`src/rtl/ecc_job_sequencer.sv`:
```
// Purpose: queues (point, scalar) jobs and runs the ECC engine start/done handshake one job at a time.
// Latency: push to eng_start is 2 edges; eng_done to res_valid is 2 edges; push to res_valid is 4 edges plus engine time.
// Backpressure: job_ready = FIFO not full; a held result (res_ready low) stalls issue, so the FIFO fills.
//
// Ports:
//   clk, rst                          clock; asynchronous active-high reset
//   job_valid/job_ready, job_x/y/scalar  request side, pushed into a FIFO_DEPTH-entry queue
//   eng_start, eng_point_x/y, eng_scalar engine command: one-cycle start pulse, operands held until next pop
//   eng_done, eng_result_x/y          engine completion pulse; result valid the cycle after eng_done
//   res_valid/res_ready, res_x/y, res_tag, res_timeout  result side, registered valid/ready
//   busy                              sequencer not idle or jobs still queued
//
// Build option: define ECC_SEQ_TIMEOUT_EN to add a wait watchdog of TIMEOUT_CYCLES cycles
// (TIMEOUT_CYCLES must be >= 2). Without it the sequencer waits for eng_done indefinitely.
module ecc_job_sequencer #(
    parameter int FIELD_WIDTH    = 16,
    parameter int SCALAR_WIDTH   = 16,
    parameter int FIFO_DEPTH     = 4,
    parameter int TIMEOUT_CYCLES = 1024
) (
    input  logic                    clk,
    input  logic                    rst,
    input  logic                    job_valid,
    output logic                    job_ready,
    input  logic [FIELD_WIDTH-1:0]  job_x,
    input  logic [FIELD_WIDTH-1:0]  job_y,
    input  logic [SCALAR_WIDTH-1:0] job_scalar,
    output logic                    eng_start,
    output logic [FIELD_WIDTH-1:0]  eng_point_x,
    output logic [FIELD_WIDTH-1:0]  eng_point_y,
    output logic [SCALAR_WIDTH-1:0] eng_scalar,
    input  logic                    eng_done,
    input  logic [FIELD_WIDTH-1:0]  eng_result_x,
    input  logic [FIELD_WIDTH-1:0]  eng_result_y,
    output logic                    res_valid,
    input  logic                    res_ready,
    output logic [FIELD_WIDTH-1:0]  res_x,
    output logic [FIELD_WIDTH-1:0]  res_y,
    output logic [7:0]              res_tag,
    output logic                    res_timeout,
    output logic                    busy
);

    localparam int PTR_W = $clog2(FIFO_DEPTH);

    localparam logic [2:0] ST_IDLE    = 3'd0;
    localparam logic [2:0] ST_ISSUE   = 3'd1;
    localparam logic [2:0] ST_WAIT    = 3'd2;
    localparam logic [2:0] ST_CAPTURE = 3'd3;
    localparam logic [2:0] ST_OUTPUT  = 3'd4;

    typedef struct packed {
        logic [SCALAR_WIDTH-1:0] k;
        logic [FIELD_WIDTH-1:0]  y;
        logic [FIELD_WIDTH-1:0]  x;
    } job_t;

    logic [2:0]   state;
    logic [7:0]   tag_ctr;
    logic         expired;

    // ---------------------------------------------------------------
    // Job FIFO: pointers carry one extra wrap bit to tell full from empty.
    // ---------------------------------------------------------------
    job_t         fifo_mem [FIFO_DEPTH];
    logic [PTR_W:0] wr_ptr;
    logic [PTR_W:0] rd_ptr;
    logic         fifo_empty;
    logic         fifo_full;
    logic         push;
    logic         pop;
    job_t         head;

    assign fifo_empty = (wr_ptr == rd_ptr);
    assign fifo_full  = (wr_ptr[PTR_W] != rd_ptr[PTR_W]) &&
                        (wr_ptr[PTR_W-1:0] == rd_ptr[PTR_W-1:0]);
    // Full blocks the push even when a pop happens in the same cycle.
    assign job_ready  = !fifo_full;
    assign push       = job_valid && job_ready;
    assign pop        = (state == ST_IDLE) && !fifo_empty;
    assign head       = fifo_mem[rd_ptr[PTR_W-1:0]];

    // Storage is data only; reset clears the pointers, which empties the queue.
    always_ff @(posedge clk) begin
        if (push) begin
            fifo_mem[wr_ptr[PTR_W-1:0]] <= '{k: job_scalar, y: job_y, x: job_x};
        end
    end

    always_ff @(posedge clk or posedge rst) begin
        if (rst) begin
            wr_ptr <= '0;
            rd_ptr <= '0;
        end else begin
            if (push) wr_ptr <= wr_ptr + 1'b1;
            if (pop)  rd_ptr <= rd_ptr + 1'b1;
        end
    end

    // ---------------------------------------------------------------
    // Optional wait watchdog.
    // ---------------------------------------------------------------
`ifdef ECC_SEQ_TIMEOUT_EN
    localparam int TO_W = $clog2(TIMEOUT_CYCLES);

    logic [TO_W-1:0] to_cnt;
    logic            to_flag;

    // Counter holds k during the (k+1)-th WAIT cycle, so expiry lands on
    // WAIT cycle TIMEOUT_CYCLES.
    assign expired     = (to_cnt == TO_W'(TIMEOUT_CYCLES - 1));
    assign res_timeout = to_flag;

    always_ff @(posedge clk or posedge rst) begin
        if (rst) begin
            to_cnt  <= '0;
            to_flag <= 1'b0;
        end else begin
            if (state == ST_ISSUE) begin
                to_cnt <= '0;
            end else if (state == ST_WAIT && !eng_done && !expired) begin
                to_cnt <= to_cnt + 1'b1;
            end

            // eng_done in the expiry cycle wins and takes the normal capture path.
            if (state == ST_WAIT && !eng_done && expired) begin
                to_flag <= 1'b1;
            end else if (state == ST_CAPTURE) begin
                to_flag <= 1'b0;
            end
        end
    end
`else
    // No watchdog: never expires. The parameter term is constant-false and
    // only keeps the unused parameter referenced in this build.
    assign expired     = 1'b0 && (TIMEOUT_CYCLES > 0);
    assign res_timeout = 1'b0;
`endif

    // ---------------------------------------------------------------
    // Sequencer FSM
    // ---------------------------------------------------------------
    assign eng_start = (state == ST_ISSUE);
    assign busy      = (state != ST_IDLE) || !fifo_empty;

    always_ff @(posedge clk or posedge rst) begin
        if (rst) begin
            state       <= ST_IDLE;
            tag_ctr     <= 8'd0;
            eng_point_x <= '0;
            eng_point_y <= '0;
            eng_scalar  <= '0;
            res_x       <= '0;
            res_y       <= '0;
            res_tag     <= 8'd0;
            res_valid   <= 1'b0;
        end else begin
            case (state)
                ST_IDLE: begin
                    if (pop) begin
                        eng_point_x <= head.x;
                        eng_point_y <= head.y;
                        eng_scalar  <= head.k;
                        res_tag     <= tag_ctr;
                        tag_ctr     <= tag_ctr + 8'd1;
                        state       <= ST_ISSUE;
                    end
                end
                ST_ISSUE: begin
                    state <= ST_WAIT;
                end
                ST_WAIT: begin
                    if (eng_done) begin
                        state <= ST_CAPTURE;
                    end else if (expired) begin
                        res_x     <= '0;
                        res_y     <= '0;
                        res_valid <= 1'b1;
                        state     <= ST_OUTPUT;
                    end
                end
                ST_CAPTURE: begin
                    // Engine result is registered on its side and valid now.
                    res_x     <= eng_result_x;
                    res_y     <= eng_result_y;
                    res_valid <= 1'b1;
                    state     <= ST_OUTPUT;
                end
                ST_OUTPUT: begin
                    if (res_ready) begin
                        res_valid <= 1'b0;
                        state     <= ST_IDLE;
                    end
                end
                default: begin
                    state <= ST_IDLE;
                end
            endcase
        end
    end

endmodule

```
`config.mk`:
```
export PLATFORM = sky130hd
export DESIGN_NAME = ecc_job_sequencer
export DESIGN_NICKNAME = d
export VERILOG_FILES = /design/src/rtl/ecc_job_sequencer.sv
export SDC_FILE = /design/constraint.sdc
export NUM_CORES = 1
export LEC_CHECK = 0
export CORE_ASPECT_RATIO = 0.5
export CORE_MARGIN = 5
export CORE_UTILIZATION = 25
export DETAILED_ROUTE_END_ITERATION = 10
export PLACE_DENSITY = 0.45
export SETUP_SLACK_MARGIN = 0.02
export SYNTH_ARGS = -nofsm -noshare
export SYNTH_HDL_FRONTEND = slang
export SYNTH_SLANG_ARGS = --single-unit
```
`constraint.sdc`:
```
create_clock -name clk -period 6 [get_ports clk]
set_input_delay 1.5 -clock clk [delete_from_list [all_inputs] [get_ports clk]]
set_output_delay 1.5 -clock clk [all_outputs]
set_load 0.005 [all_outputs]
```
======== After elaboration in Yosys (flattened, before gate mapping) ========
Memory sizes are Yosys's and may differ from the RTL's. A register that Yosys moved wholly into a read port is not among the register bits.
Cells that the tools add are included.
storage, ports and cells
  memories ................................ 1
  register bits ........................... 58
  input bits .............................. 85
  RAM bits ................................ 192
cells by class
  add/sub/neg operators ................... 3
  multiplexer cells ....................... 8
  reductions and logical operators ........ 12
  eq/ne operators ......................... 10
memory list
  memory    words  bits a word  rd ports  clocked after memory_dff  write ports  RTL line  source
  fifo_mem  4      48           1         1                         1            65        job_t fifo_mem [FIFO_DEPTH];
operators with widths
  kind                                                  number
  case mux 3 bit (5 select lines)                       1
  two-way mux 3 bit                                     3
  adder 8 x 1 -> 8 bit (second input constant)          1
  adder 3 x 1 -> 3 bit (second input constant)          2
  equality test 3 x 2 -> 1 bit (second input constant)  2
  inequality test 2 bit (second input constant)         3
  AND reduction 2 bit                                   2
  equality test 3 x 1 -> 1 bit (second input constant)  1
  equality test 3 bit                                   1
  equality test 3 bit (second input constant)           1
  logical AND 1 bit                                     3
  zero test 3 bit                                       1
  two-way mux 1 bit                                     3
  AND reduction 3 bit                                   1
  nonzero test 3 bit                                    1
  equality test 2 bit                                   1
  zero test 1 bit                                       2
  case mux 1 bit (2 select lines)                       1
  nonzero test 2 bit                                    1
  logical OR 1 bit                                      1
  inequality test 1 bit                                 1

======== Depth between registers and ports, before layout ========
Gate-level depths: netlist of the first run.
  depth after elaboration ................. 6
  mapped depth ............................ 6
  mapped depth without buffers ............ 4

======== Least setup slack after synthesis of the first run ========
No wires, ideal clock.
  kind .................................... input to register
  start point ............................. input port job_valid
  end point ............................... memory fifo_mem[3][0] in the netlist's numbering (enable)
  data arrival time ....................... 2.931 ns
  cell stages on the path ................. 2
  setup slack ............................. 2.657 ns
  data required time ...................... 5.588 ns
  path through ............................ o31a_1 and2_1
on the way
  word-level cells in the longest chain between the ends .. 3
RTL lines
  what                                     RTL line  source
  from (decl)                              23        input logic job_valid,
  logical AND 1 bit                        79        assign push = job_valid && job_ready;
  two-way mux 1 bit                        85        if (push) begin
  two-way mux 1 bit (implied by the code)  86        fifo_mem[wr_ptr[PTR_W-1:0]] <= '{k: job_scalar, y: job_y, x: job_x};
  to (decl)                                65
Every way passes these cells.

======== Worst setup path after layout of the first run ========
  start point ............................. register rd_ptr[1]
  end point ............................... output port job_ready
on the way
  word-level cells in the longest chain between the ends .. 3
RTL lines
  what                    RTL line  source
  from (decl)             67        logic [PTR_W:0] rd_ptr;
  from (signal assigned)  96        if (pop) rd_ptr <= rd_ptr + 1'b1;
  equality test 2 bit     76        (wr_ptr[PTR_W-1:0] == rd_ptr[PTR_W-1:0]);
  logical AND 1 bit       75        assign fifo_full = (wr_ptr[PTR_W] != rd_ptr[PTR_W]) &&
  zero test 1 bit         78        assign job_ready = !fifo_full;
  to (decl)               24        output logic job_ready,
Every way passes these cells.

==> results of run 1 <==
per-stage QoR:
stage | cells | total power [mW] | worst slack, ns | cell area (um2)
2_1_floorplan | 523 | 4.76 | 1.71 | 11100
3_3_place_gp | 1273 | 5.90 | 2.09 | 13600
3_5_place_dp | 1273 | 5.94 | 2.08 | 13600
4_1_cts | 1329 | 7.88 | 1.90 | 14600
5_1_grt | 1329 | 8.14 | 1.88 | 14600
6_report | 1329 | 7.67 | 2.02 | 14600
placed cells by master, fill, tap and decap left out, drive strengths merged, types with 2 or more instances in the layout:
cell type,n
a21oi,2
and2,4
buf,9
bufinv,3
clkbuf,48
clkdlybuf4s50,176
clkinv,4
dfrtp,106
edfxtp,192
ha,6
inv,5
mux2,90
mux4,48
nand2,5
nand3,4
nand4,4
nor2,3
nor4,2
or4,2
xnor2,9
xor2,9
registers in the layout, indices dropped and copies added, names as in the netlist:
name,flops
fifo_mem,192
eng_point_x,16
eng_point_y,16
eng_scalar,16
res_x,16
res_y,16
res_tag,8
tag_ctr,8
rd_ptr,3
state,3
wr_ptr,3
res_valid,1
area by class of cell:
| type | instances | area [um2] | share of cell area |
|---|---|---|---|
| repair buffers | 185 | 1830 | 0.126 |
| clock inverters | 8 | 141 | 0.00971 |
| clock buffers | 48 | 860 | 0.0590 |
| well taps | 588 | 736 | 0.0505 |
| multi-input cells | 197 | 2550 | 0.175 |
| flip-flops and latches | 298 | 8420 | 0.579 |
| inverters | 5 | 21.3 | 0.00146 |
Yosys cell counts:
cell type  number  area, um2
edfxtp_1      192       5770
dfrtp_1       106       2650
mux2_2         90       1010
mux4_2         48       1080
clkbuf_1        9       33.8
xnor2_1         9       78.8
xor2_1          9       78.8
buf_2           6       30.0
ha_1            6       75.1
inv_1           5       18.8
nand2_1         5       18.8
and2_1          4       25.0
buf_4           4       30.0
buf_6           4       45.0
nand3_1         4       20.0
nand4_1         4       25.0
nor2_1          3       11.3
a21oi_1         2       10.0
nor4_1          2       12.5
or4_1           2       15.0
a2111oi_0       1       8.76
a31oi_4         1       21.3
and3_1          1       6.26
conb_1          1       3.75
nor3_1          1       5.00
nor4b_1         1       8.76
o21ai_0         1       5.00
o31a_1          1       8.76
or3_1           1       6.26
worst max-delay path, stage by stage, from the launching register on:
cell	delay [ns]
dfrtp_2	0.36
buf_4	0.62
xnor2_1	0.26
nand3_1	0.16
clkdlybuf4s50_1	0.51
power breakdown:
group	switching (mW)	total [mW]	internal, mW
clock network	0.779	1.89	1.11
logic	1.08	2.59	1.51
registers	0.295	3.19	2.90
cell families after synthesis:
logic type | share of synthesized area
DFF | 0.757
muxes | 0.188
and+or+nand+nor | 0.0138
buffers and inverters | 0.0142
xor gates and xnor gates | 0.0142
adders and majority gates | 0.00675
AOI/OAI and AO/OA | 0.00484
other | 0.000337
final timing paths:
check                                start               to  slack (ns)  cells past startpoint
worst max-delay path             rd_ptr[1]        job_ready        2.02                      4
worst min-delay path            tag_ctr[7]       tag_ctr[7]        0.47                      1
worst max register to register   rd_ptr[0]  fifo_mem[3][29]        3.32                      4
worst min register to register  tag_ctr[7]       tag_ctr[7]        0.47                      1
max in group asynchronous              rst   eng_point_y[1]        3.41                      3
min in group asynchronous              rst         res_y[3]        1.49                      2
layer usage:
metal	vias to the layer above	part of all wire	track usage
met4	0	0.021	0.0217
met5	-	0	0
li1	2446	-	-
met2	77	0.56	0.188
met1	2862	0.38	0.112
met3	42	0.032	0.0191
==> flow_metrics.tcl, run 1 <==
set metrics [dict create \
    status "completed" \
    grt_overflow 0 \
    syn_nets 614 \
    slew_headroom 0.350 \
    synth_seq_cells 298 \
    vias 5427 \
    cts_max_level 1 \
    drv_slew 0 \
    drtIter0Drc 247 \
    n_antenna_cell 0 \
    fin_tns_setup_ns 0 \
    clkLatencyLatePin_ns 0.57 \
    rsz0062_at_grt "false" \
    hpwlAfterDp_um 15800 \
    die_y_um 159 \
    finalClockSkew_ns 0.0120 \
    grt_util_all_layers 0.0976 \
    clkSinkCount 298 \
    numCtsBuffers 30 \
    rows 54 \
    core_um2 43800 \
    start_util 0.254 \
    post_cts_resized 0 \
    port_buffers 176 \
    final_core_util 0.333 \
    maxCapViolations 0 \
    min_period_ns 3.98 \
    leakage_nw 5.10 \
    postCtsHoldBufs 0 \
    p_per_area_nw_per_um2 527 \
    first_pass_iters 4 \
    syn_area_per_cell_um2 21.3 \
    grt_pass1_wl_um 37500 \
    dieArea_um2 49000 \
    layout-drive-gt1-share 0.265 \
    worstPathRequired_ns 4.50 \
    yosysSeqAreaShare 0.757 \
    first_global_vias 5972 \
    ys_types 29 \
    startpoint_type "register" \
    routabilityCongestion 0.665 \
    wl_per_cell_um 18.3 \
    antenna_found_initial 0 \
    yosys_warnings 0 \
    hold_violations 0 \
    filler_cell_count 4179 \
    path_class "reg -> out" \
    io_pins 178 \
    cp_max_fo 51 \
    synthCells 523 \
    areaGrowthSynthToFinish_pct 31.0 \
    viasPerCell 4.08 \
    drc 0 \
    hold_slack_ns 0.471 \
    clockBufferDepth 3 \
    clk_pin_slew_worst_paths_ns 0.06 \
    crit_arrival_ns 2.48 \
    ir_worst_vdd_mv 0.204 \
    tritoncts "yes" \
    wirelength_um 24400 \
    cts-root-buf "clkbuf_16" \
    antenna_left 0 \
    fp.dieW_um 308 \
    nNetsFinal 808 \
    postCtsSetupRepairBufs 0 \
    max_slew.worst_pin.slew_ns 0.975 \
    end_kind "output port" \
    grt_max_degree 66 \
    max_freq_mhz 251 \
    netlist_area_um2 11100 \
    min_path_type "reg -> reg" \
    period_share 0.663 \
    setup_viol 0 \
]
(Power assumes the default switching activity.)
==> run 2, diff against run 1 <==
- clock period: 6 -> 4.11 ns (I/O delays scaled with it)
==> run 2 against run 1 <==
  * First-iteration DRC count fell by 11%
  * Clock power grew 42%
  * Largest power group unchanged
  * Global-route usage increased by 0.29 points
  * Clock skew down 0.0025 ns
  * Sequential power increased by 47%
  * Routed wire length grew 1.9%
  * Largest cell class unchanged
  * Non-clock buffer count increased by 2
  * Setup slack worse by 1.4 ns
  * Core utilization hardly changed
==> flow_metrics.tcl, run 2 (same netlist as run 1, synthesis figures left out) <==
set metrics [dict create \
    layout-drive-gt1-share 0.262 \
    largest_reg_flops 192 \
    cts-root-buf "clkbuf_16" \
    first_pass_iters 4 \
    grt_util_all_layers 0.101 \
    endpoint "busy" \
    filler_cell_count 4205 \
    cp_max_fo 7 \
    start_util 0.254 \
    vias 5391 \
    place_ws_ns 0.951 \
    clockBufferDepth 3 \
    setup_slack_ns 0.638 \
    multi_input_area_um2 2550 \
    path_delay_family "simple AND/OR/NAND/NOR gates" \
    max_slew.worst_pin.slew_ns 1.07 \
    ir_worst_vdd_mv 0.352 \
    port_buffers 176 \
    dieArea_um2 49000 \
    final_cell_mix "192 x edfxtp_1, 176 x clkdlybuf4s50_1, 104 x dfrtp_1" \
    n_antenna_cell 0 \
    maxCapViolations 0 \
    path_class "reg -> out" \
    areaGrowthSynthToFinish_pct 31.0 \
    status "completed" \
    drc 0 \
    critPathLaunch "state[0]" \
    crit_arrival_ns 2.44 \
    first_global_vias 5861 \
    die_y_um 159 \
    end_kind "output port" \
    clkLatencyLatePin_ns 0.56 \
    hold_slack_ns 0.486 \
    drtIter0Drc 219 \
    startpoint_type "register" \
    postCtsSetupRepairBufs 0 \
    crit_chain "or3_1, or4_1, clkdlybuf4s50_1" \
    cts_max_level 1 \
    leakage_nw 5.09 \
    grt_pass1_wl_um 38300 \
    wl_per_cell_um 18.7 \
    postCtsHoldBufs 0 \
    grt_overflow 0 \
    path_depth 3 \
    antenna_found_initial 0 \
    clk_pin_slew_worst_paths_ns 0.06 \
    drv_slew 0 \
    min_period_ns 3.47 \
    rsz0062_at_grt "false" \
    crit_slowest_cell "or3_1" \
    nNetsFinal 809 \
    period_share 0.845 \
    worstPathRequired_ns 3.08 \
    rrSetupSlack_ns 1.63 \
    clkSinkCount 298 \
    grt_max_degree 78 \
    io_pins 178 \
    cp_slowest_stage_delay_ns 0.51 \
    path_buf_inv 1 \
    slew_headroom 0.289 \
    viasPerCell 4.06 \
    max_freq_mhz 288 \
    rr_worst_depth 4 \
    fp.dieW_um 308 \
    p_per_area_nw_per_um2 767 \
    rows 54 \
    mostFrequentLayoutCell "edfxtp_1" \
    min_path_type "reg -> reg" \
    post_cts_resized 0 \
    fin_tns_setup_ns 0 \
    routabilityCongestion 0.674 \
    finalClockSkew_ns 0.00945 \
    antenna_left 0 \
    hold_violations 0 \
    numCtsBuffers 29 \
    hpwlAfterDp_um 15800 \
    setup_viol 0 \
    wirelength_um 24800 \
    r2r-end "fifo_mem[0][30]" \
    regArea_um2 8420 \
    tritoncts "yes" \
    core_um2 43800 \
    rr_startpoint "rd_ptr[0]" \
]
[run 2: how the worst min path moves through the flow]
| stage | cells after the start | startpoint | slack (ns) | endpoint |
|---|---|---|---|---|
| CTS | 1 | tag_ctr[7] | 0.48 | tag_ctr[7] |
| detailed placement | 1 | tag_ctr[7] | 0.47 | tag_ctr[7] |
| global placement | 1 | tag_ctr[7] | 0.46 | tag_ctr[7] |
| finish | 1 | tag_ctr[7] | 0.49 | tag_ctr[7] |
| global route | 1 | tag_ctr[7] | 0.50 | tag_ctr[7] |
| floorplan | 1 | tag_ctr[7] | 0.44 | tag_ctr[7] |
[run 2: routing by layer]
metal,share of wire,up-vias,track usage
met3,0.035,29,0.0218
met2,0.57,64,0.192
met5,0,-,0
met4,0.017,0,0.0198
li1,-,2447,-
met1,0.38,2851,0.116
[run 2: worst register-to-register path, delay by kind of cell, from the launching register on]
| family | cells | cell delay [ns] |
|---|---|---|
| simple gates | 1 | 0.54 |
| xor+xnor | 1 | 0.28 |
| buf+inv | 1 | 0.41 |
| compound gates | 1 | 0.28 |
| flops | 1 | 0.62 |
[run 2: report_power, final]
part	switching, mW	internal, mW	leakage (nW)
registers	0.454	4.22	3.02
logic	1.58	2.23	1.62
clock network	1.11	1.57	0.451
[run 2: stage by stage]
step / util / area, um2 / cells / power, mW
global placement: 0.311 / 13600 / 1275 / 8.65
floorplan: - / 11100 / 523 / 6.94
detailed placement: 0.311 / 13600 / 1275 / 8.73
finish: 0.332 / 14600 / 1329 / 11.2
CTS: 0.332 / 14600 / 1329 / 11.5
global route: 0.332 / 14600 / 1329 / 11.9
[run 2: layout make-up]
type / instances / share of cell area
clock buffers: 43 / 0.0535
clock inverters: 11 / 0.0115
inverters: 5 / 0.00146
multi-input cells: 197 / 0.175
flip-flops and latches: 298 / 0.579
well taps: 588 / 0.0505
repair buffers: 187 / 0.129
